`config.mk`:
```
export PLATFORM = sky130hd
export DESIGN_NAME = fifo_read_ctrl
export DESIGN_NICKNAME = d
export VERILOG_FILES = /design/src/rtl/fifo_pkg.sv /design/src/rtl/fifo_skid2.sv /design/src/rtl/fifo_read_ctrl.sv
export SDC_FILE = /design/constraint.sdc
export NUM_CORES = 1
export LEC_CHECK = 0
export ABC_AREA = 1
export BUFFER_PORTS_ARGS = -buffer_cell sky130_fd_sc_hd__buf_2
export CORE_MARGIN = 4
export CORE_UTILIZATION = 56
export DETAILED_ROUTE_END_ITERATION = 7
export PLACE_DENSITY = 0.83
export RECOVER_POWER = 25
export SETUP_SLACK_MARGIN = 0.1
export SLEW_MARGIN = 20
export SYNTH_ARGS = -nofsm -noshare
export SYNTH_HDL_FRONTEND = slang
export SYNTH_SLANG_ARGS = --single-unit
export TNS_END_PERCENT = 5
```
`constraint.sdc`:
```
create_clock -name clk -period 6.9 [get_ports clk]
set_input_delay 1.38 -clock clk [delete_from_list [all_inputs] [get_ports clk]]
set_output_delay 1.38 -clock clk [all_outputs]
set_load 0.02 [all_outputs]
```
`src/rtl/fifo_pkg.sv`:
```
// Shared async-FIFO constants and Gray/binary pointer conversion helpers,
// used by both the read and write sides.
package fifo_pkg;

  localparam int ADDR_W_DEF = 4;
  localparam int DATA_W_DEF = 8;
  localparam int PTR_MAX_W  = 16;

  function automatic logic [PTR_MAX_W-1:0] bin2gray(input logic [PTR_MAX_W-1:0] b);
    return b ^ (b >> 1);
  endfunction

  // Zero-extended Gray input decodes to the zero-extended binary value.
  function automatic logic [PTR_MAX_W-1:0] gray2bin(input logic [PTR_MAX_W-1:0] g);
    logic [PTR_MAX_W-1:0] b;
    b[PTR_MAX_W-1] = g[PTR_MAX_W-1];
    for (int i = PTR_MAX_W-2; i >= 0; i--) begin
      b[i] = b[i+1] ^ g[i];
    end
    return b;
  endfunction

endpackage

```
`src/rtl/fifo_skid2.sv`:
```
// Two-entry skid buffer holding RAM read data in front of the consumer;
// entry 0 is always the head word.
module fifo_skid2
  import fifo_pkg::*;
#(
  parameter int DATA_W = DATA_W_DEF
) (
  input  logic              clk,
  input  logic              rst,
  input  logic              push,
  input  logic              pop,
  input  logic [DATA_W-1:0] din,
  output logic [DATA_W-1:0] dout,
  output logic [1:0]        occ
);

  logic [DATA_W-1:0] e0, e1;
  logic              pop_ok;

  assign pop_ok = pop & (occ != 2'd0);
  assign dout   = e0;

  always_ff @(posedge clk) begin
    if (!rst) begin
      occ <= 2'd0;
      e0  <= '0;
      e1  <= '0;
    end else begin
      case ({push, pop_ok})
        2'b10: begin
          if (occ == 2'd0) e0 <= din;
          else             e1 <= din;
          occ <= occ + 2'd1;
        end
        2'b01: begin
          e0  <= e1;
          occ <= occ - 2'd1;
        end
        // Simultaneous push/pop: occupancy unchanged, new word goes behind the survivor.
        2'b11: begin
          if (occ == 2'd2) begin
            e0 <= e1;
            e1 <= din;
          end else begin
            e0 <= din;
          end
        end
        default: ;
      endcase
    end
  end

endmodule

```
`src/rtl/fifo_read_ctrl.sv`:
```
// Async FIFO read-side controller: Gray read pointer, credit-based RAM reads
// into a 2-entry FWFT skid buffer. Optional fill level via FIFO_RD_LEVEL_EN.
module fifo_read_ctrl
  import fifo_pkg::*;
#(
  parameter int ADDR_W    = ADDR_W_DEF,
  parameter int DATA_W    = DATA_W_DEF,
  parameter int AE_THRESH = 2
) (
  input  logic              clk,
  input  logic              rst,
  input  logic [ADDR_W:0]   wptr_sync,
  output logic [ADDR_W:0]   rptr,
  output logic              mem_ren,
  output logic [ADDR_W-1:0] mem_raddr,
  input  logic [DATA_W-1:0] mem_rdata,
  output logic              rd_valid,
  input  logic              rd_ready,
  output logic [DATA_W-1:0] rd_data,
  output logic              empty
`ifdef FIFO_RD_LEVEL_EN
  ,
  output logic [ADDR_W:0]   rd_level,
  output logic              almost_empty
`endif
);

  localparam int PW = ADDR_W + 1;

  logic [ADDR_W:0] rbin, rbin_next;
  logic            inflight;
  logic [1:0]      occ;
  logic            ram_empty;
  logic            pop;
  logic [2:0]      credit;

  assign ram_empty = (rptr == wptr_sync);
  assign pop       = rd_valid & rd_ready;
  // Words that will sit in the buffer after this edge; never exceeds 2.
  assign credit    = {1'b0, occ} + {2'b00, inflight} - {2'b00, pop};
  assign mem_ren   = rst & !ram_empty & (credit < 3'd2);
  assign rbin_next = rbin + PW'(mem_ren);
  assign mem_raddr = rbin[ADDR_W-1:0];

  // Stage 0 -> 1: address issue; read data returns with inflight.
  always_ff @(posedge clk) begin
    if (!rst) begin
      rbin     <= '0;
      rptr     <= '0;
      inflight <= 1'b0;
    end else begin
      rbin     <= rbin_next;
      rptr     <= PW'(bin2gray(PTR_MAX_W'(rbin_next)));
      inflight <= mem_ren;
    end
  end

  // Stage 1 -> 2: returned word captured into the skid buffer.
  fifo_skid2 #(
    .DATA_W (DATA_W)
  ) u_skid (
    .clk  (clk),
    .rst  (rst),
    .push (inflight),
    .pop  (pop),
    .din  (mem_rdata),
    .dout (rd_data),
    .occ  (occ)
  );

  assign rd_valid = (occ != 2'd0);
  assign empty    = !rst | (ram_empty & !inflight & (occ == 2'd0));

`ifdef FIFO_RD_LEVEL_EN
  localparam int LW = ADDR_W + 2;

  logic [ADDR_W:0] wbin;
  logic [LW-1:0]   level_next;

  assign wbin       = PW'(gray2bin(PTR_MAX_W'(wptr_sync)));
  assign level_next = LW'(PW'(wbin - rbin_next)) + LW'(mem_ren) + LW'(credit);

  always_ff @(posedge clk) begin
    if (!rst) rd_level <= '0;
    else      rd_level <= PW'(level_next);
  end

  assign almost_empty = !rst | (rd_level <= PW'(AE_THRESH));
`endif

endmodule

```
## Word-level counts from Yosys, hierarchy flattened

Cells that the tools add are included.
W data, S select, Z words.

| word-level totals | value |
|---|---|
| output and inout bits | 20 |
| input bits | 16 |
| bits in registers | 29 |
| logic and storage cells | 45 |

| cells by class | value |
|---|---|
| reduce and logical (&&, ||, !) cells | 10 |
| bitwise gates (word level) | 8 |
| multiplexer cells | 7 |
| add/subtract/negate cells | 5 |
| order comparisons | 1 |
| eq/ne operators | 8 |

Operators by type and width:

| kind | number |
|---|---|
| $mux W8 | 4 |
| $pmux W8 S3 | 1 |
| $pmux W8 S2 | 1 |
| $and A1 B1 Y1 | 6 |
| $eq A2 B2 Y1 const B | 3 |
| $reduce_bool A2 Y1 | 3 |
| $add A5 B1 Y5 | 1 |
| $eq A5 B5 Y1 | 1 |
| $xor A5 B4 Y5 | 1 |
| $ne A2 B2 Y1 const B | 2 |
| $pmux W2 S2 | 1 |
| $add A2 B1 Y3 | 1 |
| $logic_not A1 Y1 | 3 |
| $lt A3 B2 Y1 const B | 1 |
| $reduce_and A3 Y1 | 1 |
| $reduce_bool A3 Y1 | 1 |
| $sub A3 B1 Y3 | 1 |
| $add A2 B1 Y2 const B | 1 |
| $eq A2 B1 Y1 const B | 1 |
| $logic_not A2 Y1 | 1 |
| $ne A2 B1 Y1 const B | 1 |
| $reduce_and A2 Y1 | 1 |
| $sub A2 B1 Y2 const B | 1 |
| $or A1 B1 Y1 | 1 |

## Logic depth before layout (Yosys ltp)

| depth | value |
|---|---|
| depth after elaboration | 7 |
| mapped depth | 19 |
| gate-level depth less buffers | 19 |

## By module

From an unflattened synthesis, not the netlist that was laid out.

| second synthesis, totals | value |
|---|---|
| cell total of the unflattened synthesis | 234 |
| area, all modules | 1,539.0 µm² |

By module, submodules not included:

| module | area each (µm²) | times used | sequential area each (µm²) | cells an instance |
|---|---|---|---|---|
| fifo_skid2 | 975.9 | 1 | 360.3 | 152 |
| fifo_read_ctrl | 563.0 | 1 | 200.2 | 82 |

## Worst setup path after synthesis

No wires, ideal clock.

| timing | value |
|---|---|
| path type | input-to-output |
| from | input port rd_ready |
| to | output port mem_ren |
| setup slack | 2.461 ns |
| required time | 5.520 ns |
| buffers on the path | 0 |
| arrival | 3.059 ns |
| stages | 8 |
| cells stage by stage | nand2_2 inv_1 ha_1 or2_2 fa_1 a21oi_1 o211ai_1 nor2b_1 |

| between the ends | value |
|---|---|
| word-level cells in the longest chain between the ends | 4 |

Ends and longest elaborated chain:

| what | line | RTL |
|---|---|---|
| start: declaration | fifo_read_ctrl.sv:18 | `input logic rd_ready,` |
| $and A1 B1 Y1 | fifo_read_ctrl.sv:38 | `assign pop = rd_valid & rd_ready;` |
| $sub A3 B1 Y3 | fifo_read_ctrl.sv:40 | `assign credit = {1'b0, occ} + {2'b00, inflight} - {2'b00, pop};` |
| $lt A3 B2 Y1 | fifo_read_ctrl.sv:41 | `assign mem_ren = rst & !ram_empty & (credit < 3'd2);` |
| $and A1 B1 Y1 | fifo_read_ctrl.sv:41 |  |
| end: declaration | fifo_read_ctrl.sv:14 | `output logic mem_ren,` |

No other way between the ends.

## Final worst setup path

Ends and elaborated chain as after synthesis.

==> run_results.csv <==
group,metric,value,unit
timing,hold_viol_final,0,
yosys,yosysSeqAreaShare,0.3839,
clock_network,clk_root_buffer_cell,"clkbuf_4",
pwr,power.density_cell_area,421.7,nW/µm²
route,vias_per_cell,5.007,
worst_setup_path,timing.reg2reg.setup_slack,3630,ps
finish,mostFrequentLayoutCell,"nand2_1",
floorplan,top_level_ports,36,
floorplan,floorplan.rows,18,
timing,timing.final.ws_setup,2226,ps
clock_network,cts_num_sinks,28,
grt,grt_use_total,0.1941,
yosys,cell_count_after_synthesis,211,
status,run_status,"finished clean",
worst_setup_path,slowest_stage_cell_crit_path,"fa_1",
worst_setup_path,cell_family_with_the_largest_share_of_critical_path_delay,"adder cells",
route,wirelength,3097,µm
clock_network,postCtsHoldBufs,0,
worst_setup_path,worst-path-buf-inv,3,
clock_network,number_of_buffers_created_by_cts,3,
floorplan,floorplan.die.height,59.06,µm
yosys,synth.distinct_cells,24,
worst_setup_path,worst_setup_path_end_kind,"output pin",
floorplan,floorplan.initialDensity,0.5894,
worst_setup_path,arrival,3290,ps
clock_network,cts_max_level,1,
floorplan,die_area,3488,µm²
worst_setup_path,largest_stage_delay_on_the_critical_path,380,ps
worst_setup_path,data_required_time_of_the_worst_path,5520,ps
worst_setup_path,cp-startpoint,"rd_ready",
clock_network,cts_repair_resize_count,0,
grt,via_count_of_the_first_global_routing_pass,1233,
worst_setup_path,rr_worst_depth,15,
timing,timing_max_transition_violations_final,0,
route,ant_nets,0,
grt,grt_overflow_total,0,
yosys,seq_cells_post_synth,28,
grt,wire_length_of_the_first_global_routing_pass,5181,µm
worst_setup_path,timing.critical_path.cells,"buf_2, nand2_1, inv_1, ha_1, or2_2, fa_1, a21oi_1, o211ai_1, nor2b_1, buf_2",
worst_setup_path,crit_path_start_kind,"input port",
finish,most-common-layout-cells,"nand2_1 (48), nor2_1 (34), inv_1 (31), dfxtp_1 (28), buf_2 (25)",
finish,nNetsFinal,271,
yosys,post_synth.cell_area_avg,6.920,µm²
job,drv.max_cap_violation_count,0,
pwr,vdd_drop_max,0.3137,mV
worst_setup_path,critical_path.most_common_cell,"buf_2",
timing,max_freq,214.0,MHz
yosys,netlist_area,1460,µm²
yosys,synth.top_cells.by_area,"dfxtp_1 (38%), nand2_1 (12%), nor2_1 (8.7%), inv_1 (8.0%), nand3_1 (6.5%)",
worst_setup_path,timing.critical_path.depth,10,
timing,slew_headroom,0.7407,
finish,final_util,0.6823,
pwr,power_leakage,0.0008285,µW
finish,n_fill_cell,227,
min_path,classification_of_the_worst_slack_hold_path,"reg2reg",
placement,pre_cts_ws,2271,ps
finish,proportion_of_layout_cells_with_a_drive_suffix_above_1,0.1579,
clock_network,clkLatencyLatePin,330,ps
finish,multiInputGateArea,753.2,µm²
worst_setup_path,regToRegStartpoint,"u_skid.occ[1]",
clock_network,ctsLongestPathBuffers,2,
timing,largest_clock_skew_in_the_final_design,2.877,ps
route,avgRoutedWirePerCell,11.18,µm
clock_network,tritoncts,"built",
yosys,ys_warn_count,0,
route,drt_iter0_drc,46,
worst_setup_path,cp-endpoint,"mem_ren",
timing,whs,475.2,ps
finish,antennaDiodeCount,0,
route,remaining_drc_errors,0,
placement,globalplace.congestion,0.8433,
worst_setup_path,worst-path-max-fanout,4,
timing,setup_viol,0,
timing,worst_slew_pin_slew,388.5,ps
clock_network,cts_setup_buffers,0,
timing,timing.final.crit_share,0.6774,
worst_setup_path,endpoint_of_the_most_critical_register_to_register_path,"rptr[1]",
timing,grt_setup_unrepaired,"false",
route,dr_total_vias,1387,
route,drt_pass1_iterations,4,
yosys,syn-num-nets,234,
grt,grt_max_degree,17,
finish,syn2layout_area_growth,15.77,%
timing,totalNegativeSetupSlack,0,ps
worst_setup_path,crit_type,"in2out",
floorplan,placeableCoreArea,2477,µm²
placement,place.detailed.hpwl,2302,µm
yosys,yosys.area.top_type_share,0.3839,
timing,min_period,4674,ps
grt,number_of_antenna_violations_at_the_first_check_in_global_routing,0,
yosys,synth_area_leader_cell,"dfxtp_1",
finish,register_area,560.5,µm²
clock_network,path_clk_slew,150,ps
placement,io_buffers,35,
floorplan,die_width,59.06,µm
## flip-flops by register name (all words and copies together) (netlist names)
register,flops
inflight,1
u_skid.dout,8
rbin,4
u_skid.e1,8
rptr,5
u_skid.occ,2
## stage by stage
step | std cells | power [µW] | area (µm²)
6_report | 277 | 712.9 | 1690
3_3_place_gp | 273 | 611.6 | 1653
5_1_grt | 277 | 771.0 | 1690
4_1_cts | 277 | 723.8 | 1705
2_1_floorplan | 211 | 527.0 | 1460
3_5_place_dp | 273 | 617.4 | 1653
## synth_stat cells
master,number
xor2_1,1
nand2_1,47
xnor2_1,2
nand4_1,3
dfxtp_1,28
o21ai_0,7
inv_1,31
buf_6,1
nand3_1,19
nor2_1,34
ha_1,6
o21ai_1,2
nand3_2,1
buf_2,1
nand3_4,1
inv_2,2
a21oi_1,13
nor2b_1,2
fa_1,1
clkbuf_1,1
nand2_2,2
nand2_4,3
o211ai_1,1
or2_2,2
## area by class of cell
class | count | area share
Tap cell | 30 | 0.02221
Timing Repair Buffer | 35 | 0.09623
Sequential cell | 28 | 0.3316
Multi-Input combinational cell | 147 | 0.4456
Clock buffer | 3 | 0.01332
Clock inverter | 1 | 0.01776
Inverter | 33 | 0.07328
## worst min-delay path by stage
stage / from / end / slack [ps] / cells after the start
final: u_skid.e1[3] / u_skid.e1[3] / 480 / 2
after detailed placement: u_skid.e1[4] / u_skid.e1[4] / 460 / 2
after global placement: u_skid.e1[7] / u_skid.e1[7] / 450 / 2
after CTS: u_skid.e1[7] / u_skid.e1[7] / 480 / 2
after floorplan: u_skid.e1[0] / u_skid.e1[0] / 440 / 2
after global routing: u_skid.e1[7] / u_skid.e1[7] / 490 / 2
## logic make-up (layout without fill, tap and decap cells)
logic type / Yosys count / after routing / share of synthesized area
AOI/OAI and AO/OA: 23 / 23 / 0.08055
xor gates and xnor gates: 3 / 3 / 0.01800
adders and majority gates: 7 / 7 / 0.06512
buffers and inverters: 36 / 72 / 0.09854
DFF: 28 / 28 / 0.3839
and+or+nand+nor: 114 / 114 / 0.3539
## layer usage
layer  up-vias  GRT usage  routed length, µm
li1        726          -                  -
met1       625     0.2456               1429
met2        31     0.3170               1439
met3         5    0.03486                175
met4         0    0.09385                 53
met5         -          0                  0
## worst register-to-register path: stages (launching register included)
cell      delay (ps)
dfxtp_1          480
inv_2            120
nand2_4           90
nand2_1          130
inv_1             90
ha_1             210
or2_2            300
fa_1             380
o211ai_1         210
nor2b_1          100
ha_1             240
ha_1             230
or2_2            300
nand2_1          110
xor2_1           150
nor2_1            50
## where the power goes
part / total, µW / switching (µW) / leakage (µW) / internal [µW]
Sequential: 247 / 34.1 / 0.000229 / 213
Clock: 107 / 48.0 / 0.0000279 / 58.8
Combinational: 359 / 240 / 0.000571 / 119
Total: 713 / 322 / 0.000829 / 391
No activity file was read; power rests on OpenSTA's default activity.
